**src/rtl/split_join_mc.sv**
```systemverilog
// ============================================================================
// Module   : split_join_mc
// Purpose  : Per-warp IPDOM divergence stacks with ready/valid request and
//            response sides, overflow/underflow pulses, per-warp flush and
//            per-warp depth status.
// Revision : 1.0 - initial release
// ============================================================================
`default_nettype none

module split_join_mc #(
    parameter int NUM_WARPS   = 4,
    parameter int NUM_THREADS = 4,
    parameter int XLEN        = 32,
    parameter int STACK_DEPTH = (NUM_THREADS > 1) ? NUM_THREADS - 1 : 1,
    parameter int NW_WIDTH    = (NUM_WARPS > 1) ? $clog2(NUM_WARPS) : 1,
    localparam int CW         = $clog2(2 * STACK_DEPTH + 1)
) (
    input  logic                      clk,
    input  logic                      reset_n,
    input  logic                      req_valid,
    output logic                      req_ready,
    input  logic [NW_WIDTH-1:0]       req_wid,
    input  logic                      req_is_split,
    input  logic                      req_is_dvg,
    input  logic [NUM_THREADS-1:0]    req_then_tmask,
    input  logic [NUM_THREADS-1:0]    req_else_tmask,
    input  logic [XLEN-1:0]           req_else_pc,
    output logic                      rsp_valid,
    input  logic                      rsp_ready,
    output logic [NW_WIDTH-1:0]       rsp_wid,
    output logic                      rsp_is_dvg,
    output logic                      rsp_is_else,
    output logic [NUM_THREADS-1:0]    rsp_tmask,
    output logic [XLEN-1:0]           rsp_pc,
    input  logic                      flush_valid,
    input  logic [NW_WIDTH-1:0]       flush_wid,
    output logic                      err_overflow,
    output logic                      err_underflow,
    output logic [NUM_WARPS-1:0]      warp_empty,
    output logic [NUM_WARPS*CW-1:0]   warp_depth
);

    localparam int              ENTRIES    = 2 * STACK_DEPTH;
    // A push adds two entries, so it only fits while cnt <= ENTRIES-2.
    localparam logic [CW-1:0]   PUSH_LIMIT = CW'(ENTRIES - 2);

    // Per-warp stack storage (no reset: contents are only read below cnt)
    logic [NUM_THREADS-1:0] stk_tmask_q [NUM_WARPS][ENTRIES];
    logic [XLEN-1:0]        stk_pc_q    [NUM_WARPS][ENTRIES];
    logic                   stk_else_q  [NUM_WARPS][ENTRIES];

    logic [CW-1:0]          cnt_q [NUM_WARPS];
    logic [CW-1:0]          cnt_d [NUM_WARPS];

    logic                   rsp_valid_q,   rsp_valid_d;
    logic [NW_WIDTH-1:0]    rsp_wid_q,     rsp_wid_d;
    logic                   rsp_is_dvg_q,  rsp_is_dvg_d;
    logic                   rsp_is_else_q, rsp_is_else_d;
    logic [NUM_THREADS-1:0] rsp_tmask_q,   rsp_tmask_d;
    logic [XLEN-1:0]        rsp_pc_q,      rsp_pc_d;
    logic                   err_ovf_q,     err_ovf_d;
    logic                   err_unf_q,     err_unf_d;

    logic                   req_accept;
    logic [CW-1:0]          sel_cnt;
    logic [CW-1:0]          top_idx;
    logic [CW-1:0]          push_hi_idx;
    logic                   dvg_split;
    logic                   is_join;
    logic                   do_push;
    logic                   do_pop;

    // A flush on the requesting warp stalls that request; a pending response
    // only blocks new requests while the consumer is not taking it.
    assign req_ready  = (!rsp_valid_q || rsp_ready) && !(flush_valid && (flush_wid == req_wid));
    assign req_accept = req_valid && req_ready;

    assign sel_cnt     = cnt_q[req_wid];
    assign top_idx     = sel_cnt - CW'(1);
    assign push_hi_idx = sel_cnt + CW'(1);

    // Decode the accepted request into stack operations and error pulses
    always_comb begin
        dvg_split = req_accept && req_is_split && req_is_dvg;
        is_join   = req_accept && !req_is_split;
        do_push   = dvg_split && (sel_cnt <= PUSH_LIMIT);
        do_pop    = is_join && req_is_dvg && (sel_cnt != '0);
        err_ovf_d = dvg_split && (sel_cnt > PUSH_LIMIT);
        err_unf_d = is_join && req_is_dvg && (sel_cnt == '0);
    end

    // Next entry count per warp; flush and a same-warp request never coincide
    always_comb begin
        for (int w = 0; w < NUM_WARPS; w++) begin
            cnt_d[w] = cnt_q[w];
            if (flush_valid && (flush_wid == NW_WIDTH'(w))) begin
                cnt_d[w] = '0;
            end else if (req_wid == NW_WIDTH'(w)) begin
                if (do_push) begin
                    cnt_d[w] = cnt_q[w] + CW'(2);
                end else if (do_pop) begin
                    cnt_d[w] = cnt_q[w] - CW'(1);
                end
            end
        end
    end

    // Response register: load on any accepted join, drop on handshake
    always_comb begin
        rsp_valid_d   = rsp_valid_q;
        rsp_wid_d     = rsp_wid_q;
        rsp_is_dvg_d  = rsp_is_dvg_q;
        rsp_is_else_d = rsp_is_else_q;
        rsp_tmask_d   = rsp_tmask_q;
        rsp_pc_d      = rsp_pc_q;
        if (is_join) begin
            rsp_valid_d   = 1'b1;
            rsp_wid_d     = req_wid;
            rsp_is_dvg_d  = do_pop;
            rsp_is_else_d = do_pop ? stk_else_q[req_wid][top_idx]  : 1'b0;
            rsp_tmask_d   = do_pop ? stk_tmask_q[req_wid][top_idx] : '0;
            rsp_pc_d      = do_pop ? stk_pc_q[req_wid][top_idx]    : '0;
        end else if (rsp_ready) begin
            rsp_valid_d   = 1'b0;
        end
    end

    // Divergent split writes the reconvergence entry, then the else entry on top
    always_ff @(posedge clk) begin
        if (do_push) begin
            stk_tmask_q[req_wid][sel_cnt]     <= req_then_tmask | req_else_tmask;
            stk_pc_q[req_wid][sel_cnt]        <= '0;
            stk_else_q[req_wid][sel_cnt]      <= 1'b0;
            stk_tmask_q[req_wid][push_hi_idx] <= req_else_tmask;
            stk_pc_q[req_wid][push_hi_idx]    <= req_else_pc;
            stk_else_q[req_wid][push_hi_idx]  <= 1'b1;
        end
    end

    // Control state: counters, response and error pulses
    always_ff @(posedge clk or negedge reset_n) begin
        if (!reset_n) begin
            for (int w = 0; w < NUM_WARPS; w++) begin
                cnt_q[w] <= '0;
            end
            rsp_valid_q   <= 1'b0;
            rsp_wid_q     <= '0;
            rsp_is_dvg_q  <= 1'b0;
            rsp_is_else_q <= 1'b0;
            rsp_tmask_q   <= '0;
            rsp_pc_q      <= '0;
            err_ovf_q     <= 1'b0;
            err_unf_q     <= 1'b0;
        end else begin
            for (int w = 0; w < NUM_WARPS; w++) begin
                cnt_q[w] <= cnt_d[w];
            end
            rsp_valid_q   <= rsp_valid_d;
            rsp_wid_q     <= rsp_wid_d;
            rsp_is_dvg_q  <= rsp_is_dvg_d;
            rsp_is_else_q <= rsp_is_else_d;
            rsp_tmask_q   <= rsp_tmask_d;
            rsp_pc_q      <= rsp_pc_d;
            err_ovf_q     <= err_ovf_d;
            err_unf_q     <= err_unf_d;
        end
    end

    assign rsp_valid     = rsp_valid_q;
    assign rsp_wid       = rsp_wid_q;
    assign rsp_is_dvg    = rsp_is_dvg_q;
    assign rsp_is_else   = rsp_is_else_q;
    assign rsp_tmask     = rsp_tmask_q;
    assign rsp_pc        = rsp_pc_q;
    assign err_overflow  = err_ovf_q;
    assign err_underflow = err_unf_q;

    generate
        for (genvar g = 0; g < NUM_WARPS; g++) begin : g_status
            assign warp_empty[g]          = (cnt_q[g] == '0);
            assign warp_depth[g*CW +: CW] = cnt_q[g];
        end
    endgenerate

endmodule

`default_nettype wire

```
**config.mk**
```make
export PLATFORM = sky130hd
export DESIGN_NAME = split_join_mc
export DESIGN_NICKNAME = d
export VERILOG_FILES = /design/src/rtl/split_join_mc.sv
export SDC_FILE = /design/constraint.sdc
export NUM_CORES = 1
export LEC_CHECK = 0
export CAP_MARGIN = 20
export CORE_UTILIZATION = 35
export DETAILED_ROUTE_END_ITERATION = 8
export PLACE_DENSITY = 0.58
export SLEW_MARGIN = 30
export SYNTH_ARGS = -nofsm -noshare
export SYNTH_HDL_FRONTEND = slang
export SYNTH_SLANG_ARGS = --single-unit
export TNS_END_PERCENT = 10
```
**constraint.sdc**
```tcl
create_clock -name clk -period 9.5 [get_ports clk]
set_input_delay 1.9 -clock clk [delete_from_list [all_inputs] [get_ports clk]]
set_output_delay 1.9 -clock clk [all_outputs]
set_load 0.005 [all_outputs]
```
Word level (Yosys, flattened, before mapping)
Memories as Yosys holds them, arrays and structs flattened.
Cells that the tools add are included.
{ "op_classes": {"n_addsub": 10, "order_cmp": 8, "eq_ne": 7, "n_mux": 274, "n_bitwise": 227, "reduce_logical": 42} }
{ "ops": {"columns": ["operator", "count"], "rows": [
  ["$mux W192", 2],
  ["$mux W1", 230],
  ["$or A1 B1 Y1", 222],
  ["$demux W32 S3", 2],
  ["$mux W32", 5],
  ["$bmux W32 S3", 1],
  ["$mux W3", 18],
  ["$mux W24", 2],
  ["$demux W4 S3", 2],
  ["$mux W4", 5],
  ["$logic_and A1 B1 Y1", 17],
  ["$logic_not A3 Y1", 5],
  ["$reduce_bool A3 Y1", 5],
  ["$sub A3 B1 Y3 const B", 5],
  ["$add A3 B2 Y3 const B", 4],
  ["$bmux W4 S3", 1],
  ["$ge A4 B4 Y1 const B", 3],
  ["$mux W6", 2],
  ["$not A3 Y4", 3],
  ["$reduce_bool A2 Y1", 5],
  ["$eq A2 B2 Y1 const B", 4],
  ["$lt A4 B1 Y1 const B", 2],
  ["$reduce_and A2 Y1", 4],
  ["$bmux W3 S2", 1],
  ["other kinds (13)", 18]
]} }
{ "word_totals": {"reg_bits": 55, "mem_bits_rw": 888, "wordCells": 583, "mem_count": 3} }
{ "memory_table": {"columns": ["name", "words", "width", "read_ports", "rd_ports_with_merged_regs", "wr", "line", "rtl"], "rows": [
  ["stk_pc_q", 4, 192, 1, 0, 1, "49", "logic [XLEN-1:0] stk_pc_q [NUM_WARPS][ENTRIES];"],
  ["stk_tmask_q", 4, 24, 1, 0, 1, "48", "logic [NUM_THREADS-1:0] stk_tmask_q [NUM_WARPS][ENTRIES];"],
  ["stk_else_q", 4, 6, 1, 0, 1, "50", "logic stk_else_q [NUM_WARPS][ENTRIES];"]
]} }

Depth between registers and ports, before layout
Gate-level depths: netlist of run 1.
{ "depth": {"ltp_word": 12, "depth_mapped": 12, "ltp_nobuf": 8} }

Worst setup path before layout of run 1
Ideal clock, no wire load.
{ "synth_path": {"path_type": "input-to-reg", "start": "input port req_wid[0]", "end": "memory stk_else_q[3][4] (netlist name), enable pin", "setup_ns": 0.431, "arrival_ns": 5.824, "required_ns": 9.069, "setup_slack_ns": 3.245, "path_stages": 11, "cell_sequence": "buf_2 buf_2 mux4_2 inv_1 ha_1 nor2b_4 nor3_2 buf_2 buf_2 nand3_1 nor2_1"} }
{ "synth_between": {"elab_chain_len": 12} }
{ "synth_rtl": {"columns": ["element", "line", "rtl"], "rows": [
  ["from (decl)", "22", "input logic [NW_WIDTH-1:0] req_wid,"],
  ["$not A2 Y3 (implied by the code)", "78", "assign sel_cnt = cnt_q[req_wid];"],
  ["$bmux W3 S2", "78", null],
  ["$mux W3 (implied by the code) (2 in a row)", "78", null],
  ["$add A3 B1 Y3", "80", "assign push_hi_idx = sel_cnt + CW'(1);"],
  ["$not A3 Y4 (implied by the code)", "136", "stk_else_q[req_wid][push_hi_idx] <= 1'b1;"],
  ["$ge A4 B4 Y1 (implied by the code) or $lt A4 B1 Y1 (tied branches)", "136", null],
  ["$logic_and A1 B1 Y1 (implied by the code)", "136", null],
  ["$mux W1 (implied by the code)", "136", null],
  ["$demux W1 S3", "136", null],
  ["$mux W6 (implied by the code)", "136", null],
  ["$or A1 B1 Y1 (no source line)", null, null],
  ["to (decl)", "50", null]
]} }
Several ways; a longest one is shown, not always the timed one. The select of a mux whose other input is x is not followed.

Final worst setup path of run 1
{ "layout_path": {"start": "input port req_wid[1]", "end": "memory stk_pc_q[3][138] (netlist name), enable pin"} }
{ "layout_between": {"elab_chain_len": 12} }
{ "layout_rtl": {"columns": ["element", "line", "rtl"], "rows": [
  ["$not A2 Y3 (implied by the code)", "78", null],
  ["$bmux W3 S2", "78", null],
  ["$mux W3 (implied by the code) (2 in a row)", "78", null],
  ["$add A3 B1 Y3", "80", null],
  ["$not A3 Y4 (implied by the code)", "135", "stk_pc_q[req_wid][push_hi_idx] <= req_else_pc;"],
  ["$ge A4 B4 Y1 (implied by the code) or $lt A4 B1 Y1 (tied branches)", "135", null],
  ["$logic_and A1 B1 Y1 (implied by the code)", "135", null],
  ["$mux W32 (implied by the code)", "135", null],
  ["$demux W32 S3", "135", null],
  ["$mux W192 (implied by the code)", "135", null],
  ["$or A1 B1 Y1 (no source line)", null, null],
  ["to (decl)", "49", null]
]} }
Several ways; a longest one is shown, not always the timed one. The select of a mux whose other input is x is not followed.

==> flow_metrics.env, run 1 <==
export IMPL_num_io_pins=111
export IMPL_firstDrtPassIters=5
export IMPL_grt_pass1_wl_mm=142.5
export IMPL_slew_violations=0
export IMPL_overflow=0
export IMPL_cp_arrival_ps=6700
export IMPL_cts_tree="done"
export IMPL_synth_top_area_share_pct=70.20
export IMPL_hold_start="rsp_is_dvg$_DFFE_PN0P_"
export IMPL_synth_edff_count=888
export IMPL_worstSetupPathType="in2reg"
export IMPL_synth_most_common_cell="edfxtp_1"
export IMPL_setup_viol=0
export IMPL_synth_main_ff_cell="edfxtp_1"
export IMPL_fin_crit_sh_pct=67.16
export IMPL_final_nets=2120
export IMPL_first_global_vias=19930
export IMPL_syn_num_nets=1964
export IMPL_vias_per_cell=5.422
export IMPL_h_tree_depth=3
export IMPL_antenna_found_initial=4
export IMPL_hold_class="reg2reg"
export IMPL_mappedNetlistArea_um2=37990
export IMPL_critPathCaptureType="flip-flop"
export IMPL_syn_mean_instance_area_um2=19.97
export IMPL_synth_area_leaders="edfxtp_1 70%, mux4_2 13%, dfrtp_1 3.6%"
export IMPL_cts_resized=0
export IMPL_timing_final_ws_setup_ps=3120
export IMPL_synth_seq_cells=943
export IMPL_cp_startpoint="req_wid[1]"
export IMPL_synth_top_family_by_area="multiplexers"
export IMPL_fmax_mhz=156.7
export IMPL_rows=120
export IMPL_post_cts_buffers=0
export IMPL_tns_ps=0
export IMPL_skew_ps=29.35
export IMPL_startpoint_type="input port"
export IMPL_cts_hold_buf=0
export IMPL_synth_mux_area_share_pct=16.44
export IMPL_final_hold_violation_count=0
export IMPL_cts_max_path_buffers=3
export IMPL_yosysWarnings=0
export IMPL_cts_buffers_inserted=99
export IMPL_vias=19210
export IMPL_routabilityCongestion=0.8006
export IMPL_power_density_nw_per_um2=207.3
export IMPL_fin_crit_ps=6380
export IMPL_synth_distinct_cells=48
export IMPL_post_place_ws_ps=2225
export IMPL_vdd_drop_max_mv=0.1577
export IMPL_grt_util_all_layers_pct=17.93
export IMPL_initial_core_util_pct=35.39
export IMPL_synth_top_cell_by_area="edfxtp_1"
export IMPL_yosysSeqAreaShare_pct=73.82
export IMPL_required_ps=9820
export IMPL_post_drt_wl_per_cell_um=27.71
export IMPL_grt_max_degree=89
export IMPL_rr_startpoint="warp_depth[9]$_DFFE_PN0P_"
export IMPL_maxCapViolCount=0
export IMPL_clock_root_buffer="clkbuf_16"
export IMPL_core_area_um2=107400
export IMPL_routed_wl_mm=98.19
export IMPL_synth_compound_area_share_pct=2.734
export IMPL_status="completed"
export IMPL_drt_iter0_drc=1994
export IMPL_rsz0062_at_grt="false"
export IMPL_synth_simple_area_share_pct=4.911
export IMPL_die_width_um=331.5
export IMPL_yosys_area_share_xor_xnor_pct=0.2075
export IMPL_maxSlewHeadroom_pct=33.70
export IMPL_port_buffers=110
export IMPL_ys_async_sr_fraction_pct=5.832
export IMPL_n_fill_cell=9285
export IMPL_worstMarginPinSlew_ps=994.4
export IMPL_die_y_um=331.5
export IMPL_clk_pin_slew_ps=60
export IMPL_dp_hpwl_mm=62.10
export IMPL_cts_sinks=943
export IMPL_p_leak_uw=0.01469
export IMPL_ant_nets=0
export IMPL_drcViolationCount=0
export IMPL_drive_gt1_share_pct=22.16
export IMPL_clock_latency_ps=660
export IMPL_synth_common_cells="888 x edfxtp_1, 225 x mux4_2, 161 x and2_1"
export IMPL_synth_fa_ha_area_share_pct=0.3623
export IMPL_synthCells=1902
export IMPL_area_delta_synth_final_pct=17.10
export IMPL_cp_max_fo=88
export IMPL_die_area_um2=109900
area by class of cell:
| class | instances | area [um^2] | share of cell area (%) |
|---|---|---|---|
| multi-input cells | 823 | 9595 | 21.57 |
| well taps | 1403 | 1755 | 3.946 |
| repair buffers | 165 | 1799 | 4.045 |
| clock buffers | 128 | 2688 | 6.042 |
| flip-flops and latches | 943 | 28040 | 63.04 |
| diodes | 1 | 2.502 | 0.005626 |
| clock inverters | 54 | 501.7 | 1.128 |
| inverters | 26 | 98.84 | 0.2222 |
routing by layer:
metal / up-vias / GRT usage, % / wire length [um]
met1: 10350 / 23.00 / 39400
met2: 608 / 30.82 / 50470
met5: - / 0 / 0
li1: 8095 / - / -
met3: 157 / 2.970 / 5151
met4: 0 / 6.106 / 3170
cells in the final DEF, fill, tap and decap left out, types with 5 or more instances in the layout:
master and count:
a21o_1 24, and2_1 161, and3_1 33, buf_16 13
buf_4 39, bufinv_16 8, clkbuf_1 20, clkbuf_16 100
clkbuf_8 8, clkdlybuf4s50_1 107, clkinv_1 15, clkinv_2 23
dfrtp_1 55, edfxtp_1 888, ha_1 11, inv_1 23
inv_6 5, mux2i_1 113, mux4_2 224, nand2_1 54
nand3_1 6, nor2_1 14, nor2_4 24, nor2b_1 10
nor3_1 17, nor4_1 6, o221ai_1 37, o22a_1 37
xnor2_1 5
worst max-delay path, cell delays in order:
cell and delay, ps:
buf_8 500, mux4_4 1140, inv_1 350, ha_1 320
nor2b_4 80, nor3_4 430, nand3_1 560, nor2_4 830
buf_4 430
sequential cells by signal, summed over array words and instances, names as in the netlist:
signal / flops
stk_tmask_q: 96
err_overflow: 1
rsp_wid: 2
rsp_valid: 1
rsp_is_dvg: 1
err_underflow: 1
rsp_tmask: 4
stk_else_q: 24
warp_depth: 12
rsp_pc: 32
rsp_is_else: 1
stk_pc_q: 768
report_power, final:
part           switching (uW)  internal, uW
sequential               58.3          4580
clock                    1580          2210
combinational             474           318
total                    2110          7110
cell families after synthesis:
family	after synthesis
buf+inv	136
flops	943
fa+ha+maj	11
mux	342
compound gates	125
xor+xnor	9
simple gates	336
stage by stage:
step | area [um^2] | utilization, % | instances | power (uW) | hold slack, ps
finish | 44480 | 41.44 | 3543 | 9219 | 483.6
global route | 44480 | 41.43 | 3542 | 9476 | 513.8
CTS | 44360 | 41.32 | 3537 | 9290 | 492.8
detailed placement | 41170 | 38.35 | 3355 | 5523 | 479.3
global placement | 40890 | 38.09 | 3345 | 5508 | 476.5
floorplan | 37990 | - | 1902 | 5107 | 471.1
final timing paths:
| kind | cells after the start | slack, ps | end |
|---|---|---|---|
| setup / recovery | 9 | 3120 | stk_pc_q[3][138]$_DFFE_PP_ |
| hold / removal | 2 | 480 | rsp_is_dvg$_DFFE_PN0P_ |
| setup reg to reg | 8 | 4580 | stk_pc_q[3][138]$_DFFE_PP_ |
| hold reg to reg | 2 | 480 | rsp_is_dvg$_DFFE_PN0P_ |
| max in group asynchronous | 2 | 7600 | rsp_tmask[1]$_DFFE_PN0P_ |
| min in group asynchronous | 1 | 1240 | rsp_is_dvg$_DFFE_PN0P_ |
No activity file was read; power rests on OpenSTA's default activity.
==> run 2: changes to the inputs <==
==> constraint.sdc (replaced) <==
create_clock -name clk -period 6.7 [get_ports clk]
set_input_delay 1.34 -clock clk [delete_from_list [all_inputs] [get_ports clk]]
set_output_delay 1.34 -clock clk [all_outputs]
set_load 0.005 [all_outputs]
==> flow_metrics.env, run 2 (same netlist as run 1, synthesis figures left out) <==
export IMPL_fin_crit_ps=4679
export IMPL_final_nets=2119
export IMPL_maxSlewHeadroom_pct=31.33
export IMPL_grt_max_degree=134
export IMPL_post_drt_wl_per_cell_um=27.49
export IMPL_overflow=0
export IMPL_die_y_um=331.5
export IMPL_die_width_um=331.5
export IMPL_vdd_drop_max_mv=0.1773
export IMPL_setup_viol=0
export IMPL_n_fill_cell=9355
export IMPL_critPathCaptureType="flip-flop"
export IMPL_startpoint_type="input port"
export IMPL_final_common_cell="edfxtp_1"
export IMPL_vias_per_cell=5.389
export IMPL_initial_core_util_pct=35.39
export IMPL_cts_max_path_buffers=3
export IMPL_reg2reg_setup_slack_ps=2780
export IMPL_routed_wl_mm=97.37
export IMPL_cpMostUsedCell="buf_4"
export IMPL_rows=120
export IMPL_p_clk_share_pct=40.5
export IMPL_vias=19090
export IMPL_cp_slowest_stage_delay_ps=750
export IMPL_clock_root_buffer="clkbuf_16"
export IMPL_cts_tree="done"
export IMPL_worstMarginPinSlew_ps=1030
export IMPL_tns_ps=0
export IMPL_clk_pin_slew_ps=60
export IMPL_cp_endpoint="stk_pc_q[0][66]$_DFFE_PP_"
export IMPL_firstDrtPassIters=5
export IMPL_drcViolationCount=0
export IMPL_regArea_um2=28040
export IMPL_status="completed"
export IMPL_crit_family="buffers and inverters"
export IMPL_drt_iter0_drc=1735
export IMPL_area_delta_synth_final_pct=16.74
export IMPL_cts_sinks=943
export IMPL_cp_arrival_ps=4980
export IMPL_die_area_um2=109900
export IMPL_first_global_vias=20390
export IMPL_hold_class="reg2reg"
export IMPL_worstSetupPathType="in2reg"
export IMPL_multi_input_area_um2=9590
export IMPL_switching_power_uw=2944
export IMPL_rr_startpoint="warp_depth[3]$_DFFE_PN0P_"
export IMPL_routabilityCongestion=0.7749
export IMPL_final_hold_violation_count=0
export IMPL_dp_hpwl_mm=57.23
export IMPL_grt_pass1_wl_mm=141.3
export IMPL_clock_latency_ps=660
export IMPL_cp_max_fo=65
export IMPL_cp_cell_sequence="buf_8, mux4_4, inv_1, ha_1, nor2b_4, nor3_4, nand2_1, buf_4, nor2_4, buf_4"
export IMPL_skew_ps=36.36
export IMPL_p_comb_share_pct=8.6
export IMPL_worstSetupPathDepth=10
export IMPL_grt_util_all_layers_pct=17.75
export IMPL_rsz0062_at_grt="false"
export IMPL_cp_startpoint="req_wid[1]"
export IMPL_port_buffers=110
export IMPL_cts_resized=0
export IMPL_ant_nets=0
export IMPL_p_seq_share_pct=50.9
export IMPL_r2r_cells=9
export IMPL_crit_buf_inv=4
export IMPL_p_leak_uw=0.01459
export IMPL_rr_endpoint="stk_pc_q[0][66]$_DFFE_PP_"
export IMPL_crit_slowest_cell="mux4_4"
export IMPL_post_cts_buffers=0
export IMPL_core_area_um2=107400
export IMPL_antenna_found_initial=7
export IMPL_num_io_pins=111
export IMPL_power_density_nw_per_um2=291.5
export IMPL_fin_util_pct=41.31
export IMPL_largest_register="stk_pc_q"
export IMPL_cts_buffers_inserted=96
export IMPL_h_tree_depth=3
export IMPL_final_cell_mix="888 x edfxtp_1, 224 x mux4_2, 161 x and2_1, 113 x mux2i_1, 107 x clkdlybuf4s50_1"
export IMPL_drive_gt1_share_pct=21.66
export IMPL_timing_final_ws_setup_ps=2021
export IMPL_post_place_ws_ps=1111
export IMPL_fmax_mhz=213.7
export IMPL_slew_violations=0
export IMPL_largest_register_ffs=768
export IMPL_required_ps=7000
export IMPL_intPower_uw=9981
export IMPL_p_sw_share_pct=22.78
export IMPL_fin_crit_sh_pct=69.84
export IMPL_cts_hold_buf=0
export IMPL_maxCapViolCount=0
run 2: cell count changes in the layout (fill, tap and decap cells not counted), moves of 6 or more:
cell and change:
clkinv_2 -7, clkbuf_1 +15, buf_16 -11, clkinv_1 -6
buf_12 +16
run 2: how the worst min path moves through the flow:
| stage | from | cells past startpoint | slack, ps | endpoint |
|---|---|---|---|---|
| 2_1_floorplan | rsp_is_dvg$_DFFE_PN0P_ | 2 | 470 | rsp_is_dvg$_DFFE_PN0P_ |
| 3_3_place_gp | rsp_is_dvg$_DFFE_PN0P_ | 2 | 480 | rsp_is_dvg$_DFFE_PN0P_ |
| 3_5_place_dp | rsp_is_dvg$_DFFE_PN0P_ | 2 | 470 | rsp_is_dvg$_DFFE_PN0P_ |
| 4_1_cts | rsp_is_dvg$_DFFE_PN0P_ | 2 | 490 | rsp_is_dvg$_DFFE_PN0P_ |
| 5_1_grt | rsp_is_dvg$_DFFE_PN0P_ | 2 | 520 | rsp_is_dvg$_DFFE_PN0P_ |
| 6_report | rsp_is_dvg$_DFFE_PN0P_ | 2 | 480 | rsp_is_dvg$_DFFE_PN0P_ |
run 2: cell type report:
type                            count  area share (%)
Antenna cell                        1        0.005643
Clock buffer                      142           6.106
Clock inverter                     37          0.8013
Multi-Input combinational cell    823           21.63
Sequential cell                   943           63.24
Inverter                           26          0.2229
Tap cell                         1403           3.959
Timing Repair Buffer              167           4.043
run 2: tightest hold or removal path: stages (launching register included):
cell and delay [ps]:
dfrtp_1 340, nand2_1 50, nand2_1 50
run 2: power by group through the flow:
| stage | Clock [uW] | Sequential, uW | Combinational [uW] |
|---|---|---|---|
| 2_1_floorplan | 0 | 6660 | 578 |
| 3_5_place_dp | 0 | 6710 | 1110 |
| 5_1_grt | 5540 | 6590 | 1180 |
| 6_report | 5240 | 6580 | 1110 |
| 3_3_place_gp | 0 | 6700 | 1090 |
| 4_1_cts | 5330 | 6580 | 1110 |
run 2: per-layer routing:
layer / GRT usage (%) / part of all wire, % / vias to the layer above
met2: 30.13 / 51 / 664
li1: - / - / 8072
met4: 5.195 / 2.7 / 0
met3: 3.338 / 6.0 / 153
met5: 0 / 0 / -
met1: 23.16 / 41 / 10200
run 2: metrics by stage:
| step | instances | instance area [um^2] | total power (uW) | hold slack, ps |
|---|---|---|---|---|
| finish | 3542 | 44350 | 12920 | 477.1 |
| global route | 3541 | 44340 | 13310 | 516.1 |
| CTS | 3539 | 44280 | 13020 | 488.1 |
| detailed placement | 3360 | 41220 | 7814 | 472.7 |
| global placement | 3359 | 41190 | 7792 | 478.0 |
| floorplan | 1902 | 37990 | 7241 | 471.1 |
